$ cat src/rtl/multicycle_control.sv
// Multicycle CPU control unit: six-state fetch/decode/execute FSM driving the
// datapath enables and muxes, plus a retired-instruction counter.
module multicycle_control #(
   parameter int WORD_SIZE = 16
) (
   input  logic                 clk,
   input  logic                 reset,
   input  logic [WORD_SIZE-1:0] instr,
   input  logic                 bcond,
   input  logic                 mem_ack,
   output logic [2:0]           state,
   output logic                 mem_read,
   output logic                 mem_write,
   output logic                 i_or_d,
   output logic                 ir_write,
   output logic                 pc_write,
   output logic                 pc_write_cond,
   output logic                 reg_write,
   output logic [1:0]           pc_src,
   output logic [1:0]           imm_sel,
   output logic [1:0]           reg_dst,
   output logic [1:0]           wb_sel,
   output logic                 output_active,
   output logic                 is_halted,
   output logic [WORD_SIZE-1:0] num_inst
);

   typedef enum logic [2:0] {
      S_IF   = 3'd0,
      S_ID   = 3'd1,
      S_EX   = 3'd2,
      S_MEM  = 3'd3,
      S_WB   = 3'd4,
      S_HALT = 3'd5
   } state_t;

   state_t                 state_r;
   state_t                 next_s;
   logic                   retire_s;
   logic [WORD_SIZE-1:0]   num_inst_r;

   logic [3:0] op_s;
   logic [5:0] func_s;
   logic is_r_alu_s, is_alu_imm_s, is_lwd_s, is_swd_s, is_branch_s;
   logic is_jmp_s, is_jal_s, is_jpr_s, is_jrl_s, is_wwd_s, is_hlt_s, is_nop_s;

   // bcond gates the PC write inside the datapath; the controller only asserts pc_write_cond
   logic unused_s;
   assign unused_s = ^{bcond, instr[11:6]};

   assign op_s         = instr[15:12];
   assign func_s       = instr[5:0];
   assign is_r_alu_s   = (op_s == 4'd15) && (func_s <= 6'd7);
   assign is_alu_imm_s = (op_s == 4'd4) || (op_s == 4'd5) || (op_s == 4'd6);
   assign is_lwd_s     = (op_s == 4'd7);
   assign is_swd_s     = (op_s == 4'd8);
   assign is_branch_s  = (op_s <= 4'd3);
   assign is_jmp_s     = (op_s == 4'd9);
   assign is_jal_s     = (op_s == 4'd10);
   assign is_jpr_s     = (op_s == 4'd15) && (func_s == 6'd25);
   assign is_jrl_s     = (op_s == 4'd15) && (func_s == 6'd26);
   assign is_wwd_s     = (op_s == 4'd15) && (func_s == 6'd28);
   assign is_hlt_s     = (op_s == 4'd15) && (func_s == 6'd29);
   assign is_nop_s     = !(is_r_alu_s || is_alu_imm_s || is_lwd_s || is_swd_s || is_branch_s ||
                           is_jmp_s || is_jal_s || is_jpr_s || is_jrl_s || is_wwd_s || is_hlt_s);

   // State register and retired-instruction counter
   always_ff @(posedge clk or posedge reset) begin
      if (reset) begin
         state_r    <= S_IF;
         num_inst_r <= '0;
      end else begin
         state_r <= next_s;
         if (retire_s) begin
            num_inst_r <= num_inst_r + {{(WORD_SIZE-1){1'b0}}, 1'b1};
         end else begin
            num_inst_r <= num_inst_r;
         end
      end
   end

   // Next-state and control decode; all enables held low while reset is asserted
   always_comb begin
      next_s        = state_r;
      retire_s      = 1'b0;
      mem_read      = 1'b0;
      mem_write     = 1'b0;
      i_or_d        = 1'b0;
      ir_write      = 1'b0;
      pc_write      = 1'b0;
      pc_write_cond = 1'b0;
      reg_write     = 1'b0;
      pc_src        = 2'd0;
      reg_dst       = 2'd0;
      wb_sel        = 2'd0;
      output_active = 1'b0;
      if (reset) begin
         next_s = S_IF;
      end else begin
         case (state_r)
            S_IF: begin
               mem_read = 1'b1;
               if (mem_ack) begin
                  ir_write = 1'b1;
                  pc_write = 1'b1;
                  next_s   = S_ID;
               end else begin
                  next_s = S_IF;
               end
            end
            S_ID: begin
               if (is_hlt_s) begin
                  next_s = S_HALT;
               end else if (is_jmp_s || is_jal_s) begin
                  pc_write = 1'b1;
                  pc_src   = 2'd2;
                  next_s   = S_IF;
               end else if (is_jpr_s || is_jrl_s) begin
                  pc_write = 1'b1;
                  pc_src   = 2'd3;
                  next_s   = S_IF;
               end else if (is_nop_s) begin
                  next_s = S_IF;
               end else begin
                  next_s = S_EX;
               end
               if (is_jal_s || is_jrl_s) begin
                  reg_write = 1'b1;
                  reg_dst   = 2'd2;
                  wb_sel    = 2'd2;
               end else begin
                  reg_write = 1'b0;
               end
               retire_s = (next_s != S_EX);
            end
            S_EX: begin
               if (is_branch_s) begin
                  pc_write_cond = 1'b1;
                  pc_src        = 2'd1;
                  next_s        = S_IF;
               end else if (is_lwd_s || is_swd_s) begin
                  next_s = S_MEM;
               end else begin
                  next_s = S_WB;
               end
               retire_s = (next_s == S_IF);
            end
            S_MEM: begin
               i_or_d    = 1'b1;
               mem_read  = is_lwd_s;
               mem_write = is_swd_s;
               if (mem_ack) begin
                  next_s   = is_lwd_s ? S_WB : S_IF;
                  retire_s = !is_lwd_s;
               end else begin
                  next_s = S_MEM;
               end
            end
            S_WB: begin
               if (is_wwd_s) begin
                  output_active = 1'b1;
               end else begin
                  reg_write = 1'b1;
                  reg_dst   = is_r_alu_s ? 2'd1 : 2'd0;
                  wb_sel    = is_lwd_s ? 2'd1 : 2'd0;
               end
               next_s   = S_IF;
               retire_s = 1'b1;
            end
            S_HALT: begin
               next_s = S_HALT;
            end
            default: begin
               next_s = S_IF;
            end
         endcase
      end
   end

   // Immediate select depends only on opcode, so it is valid in every state
   always_comb begin
      case (op_s)
         4'd5, 4'd6: imm_sel = 2'd0;
         4'd9, 4'd10: imm_sel = 2'd2;
         default: imm_sel = 2'd1;
      endcase
   end

   assign state     = state_r;
   assign is_halted = (state_r == S_HALT);
   assign num_inst  = num_inst_r;

endmodule

$ cat config.mk
export PLATFORM = sky130hd
export DESIGN_NAME = multicycle_control
export DESIGN_NICKNAME = d
export VERILOG_FILES = /design/src/rtl/multicycle_control.sv
export SDC_FILE = /design/constraint.sdc
export NUM_CORES = 1
export LEC_CHECK = 0
export CORE_MARGIN = 1
export CORE_UTILIZATION = 39
export CTS_CLUSTER_DIAMETER = 150
export DETAILED_ROUTE_END_ITERATION = 10
export PLACE_DENSITY = 0.76
export SKIP_CTS_REPAIR_TIMING = 1
export SYNTH_ARGS = -nofsm -noshare
export SYNTH_HDL_FRONTEND = slang
export SYNTH_SLANG_ARGS = --single-unit
$ cat constraint.sdc
create_clock -name clk -period 2 [get_ports clk]
set_input_delay 0.3 -clock clk [delete_from_list [all_inputs] [get_ports clk]]
set_output_delay 0.3 -clock clk [all_outputs]
set_load 0.01 [all_outputs]
==> results.txt <==
Status - finished, violations left
Failing checks - negative setup slack
Seq/Total Area, Yosys - 34.0%
Wire per inst - 14.6 um
Top_reg_cell synth - dfrtp_1
Sw frac - 32.2%
Post-route cell area - 2340 um^2
Simple-gate portion of the synthesized area - 34.5%
Maximum buffer depth of the clock tree - 2
Xor-xnor portion of the synthesized cell area - 11.3%
Total Die Area - 3830 um^2
Global router's overall resource usage - 20.0%
Post-Route WL - 4.14 mm
Core area - 3390 um^2
Share of cells above drive strength 1 - 35.3%
PD cells - 422 nW/um^2
Syn avg cell area - 9.26 um^2
Pre-CTS WS - -791 ps
Crit path from - instr[14]
Top cells by area, synth - dfrtp_1, xnor2_1, xor2_1
Num CTS Buffers - 3
CP arrival - 1750 ps
Max_cap viols - 0
Initial antenna violation count - 0
Worst R2R Setup Slack - 50 ps
Critical path type - primary input to output pin
Main combinational cell family by area after synthesis - simple AND/OR/NAND/NOR gates
Synth Instances - 151
Final net count - 260
CTS root buf - clkbuf_4
First-pass GRT wire length - 5.80 mm
Routability cong. - 0.840
ANT cells - 0
Synth-to-Final Area Change - 67.1%
Sum of negative setup slack - -129 ps
RSZ-0062 raised after global routing - true
Number of vias per cell - 5.31
CP endpoint kind - output pin
I/O pin total - 56
Top-area cell type share of the netlist area - 34.0%
Min Hold Slack - 483 ps
Commonest cells after routing, fill and taps aside - buf_4, clkdlybuf4s50_1, dfrtp_1
DR vias - 1,509
Final Cycle Share - 103%
Hold Path Class - register to register
Hold Fails Final Rpt - 0
Commonest non-fill, non-tap cell in the layout - buf_4
Fin crit period - 2050 ps
Largest area contributor in the netlist - dfrtp_1
Sequential power share - 45.3%
DRT iter0 DRCs - 94
Clk slew on worst S/H paths - 100 ps
P_sw - 0.000317 W
CP max FO - 3
Flops & latches, synth - 19
Compound-gate portion of the synthesized area - 13.1%
Dpl hpwl - 3.01 mm
Hold Crit Depth - 1
Final setup margin - -54.1 ps
Synth warnings - 0
Vias in the first global route - 1,316
R2r worst-path depth - 7
IO Port Bufs - 48
Startpoint Class - primary input
Filler cells - 225
Die Height - 61.9 um
Placed cell area - 2200 um^2
Clk Latency, worst-skew pair - 290 ps
Max Clock Skew - 2.72 ps
Cell area after synthesis - 1400 um^2
Reg-to-reg startpoint - state[2]
Synth Net Count - 172
Final setup fails - 3
Post-synth EDFFs - 0
Pint - 0.000668 W
Pin count of the biggest net entering global routing - 13
Setup crit end - reg_write
Worst EP required - 1700 ps
Site row count - 21
Reg-to-Reg End - num_inst[15]
ANT nets after route - 0
Multiplexer share of the synthesized area - 1.07%
CTS tree - done
DR DRC count - 0
Distinct cell type count after synthesis - 48
Comb pwr share - 35.6%
Post-synthesis adder-cell area fraction - 0.894%
Slew Limit Fails - 0
Initial core utilization - 41.3%
FMAX - 487 MHz
Clk pwr share - 19.0%
CTS sink cnt - 19
Leakage Power - 1.25 nW
Worst vdd ir - 0.000466 V
Pwr Total - 0.000986 W
Slew headroom - 75.8%
H-Tree Depth - 1
Grt total ovfl - 0
Total iterations of the first detailed-routing run - 4
Die Width - 61.9 um
Actual slew at the worst max-slew pin - 362 ps
Async set-reset flop share out of synthesis - 100%
==> synthesized netlist by cell type, types with 2 or more instances <==
cell and instances:
dfrtp_1 19, nand2_1 14, nor2_1 12, xnor2_1 9
xor2_1 9, nor4_1 8, nand3_1 7, nand4_1 7
nor3_1 7, a21oi_1 6, inv_1 4, and3_1 3
buf_6 3, nor2b_1 3, buf_4 2, nand3b_1 2
nor2b_2 2, nor3_4 2, o21ai_0 2, o21bai_1 2
==> state kept, by name, summed over array words and instances, names as in the netlist <==
name,flops
state,3
num_inst,16
==> routing by layer <==
metal	vias up	GRT usage [%]	wire, um
li1	723	-	-
met1	725	25.7	1820
met2	57	35.2	2100
met3	4	1.86	193
met4	0	6.98	19
met5	-	0	0
==> critical path, stage by stage <==
cell      delay (ps)
buf_8             80
nand2_4           40
or3_4            400
nor4_2           260
a21oi_1           80
nor4_2           300
o21bai_1         150
buf_2            150
==> stage by stage <==
stage / instances / util [%]
2_1_floorplan: 151 / -
3_3_place_gp: 278 / 64.8
3_5_place_dp: 278 / 64.8
4_1_cts: 282 / 65.6
5_1_grt: 284 / 69.0
6_report: 284 / 69.0
==> how the worst min path moves through the flow <==
stage / start / endpoint
finish: num_inst[15] / num_inst[15]
global route: instr[13] / state[2]
CTS: reset / state[0]
detailed placement: num_inst[15] / num_inst[15]
global placement: num_inst[15] / num_inst[15]
floorplan: reset / num_inst[0]
==> power by group through the flow <==
stage,Combinational (W),Sequential (W),Clock [W]
3_3_place_gp,0.000330,0.000451,0
6_report,0.000351,0.000447,0.000188
4_1_cts,0.000340,0.000444,0.000195
5_1_grt,0.000378,0.000450,0.000209
3_5_place_dp,0.000337,0.000451,0
2_1_floorplan,0.000150,0.000455,0
==> final cells by class <==
cell class / instances / area [um^2] / area share, %
inverter: 4 / 18.8 / 0.803
timing repair buffer: 90 / 838 / 35.9
clock buffer: 4 / 26.3 / 1.12
tap: 46 / 57.6 / 2.46
multi-input combinational: 121 / 920 / 39.3
sequential: 19 / 477 / 20.4
==> kinds of logic after synthesis <==
kind of cell	Yosys count
simple gates	79
buf+inv	11
fa+ha+maj	1
compound gates	22
mux	1
flops	19
xor+xnor	18
Note: power is estimated with default switching activity, not from simulation.
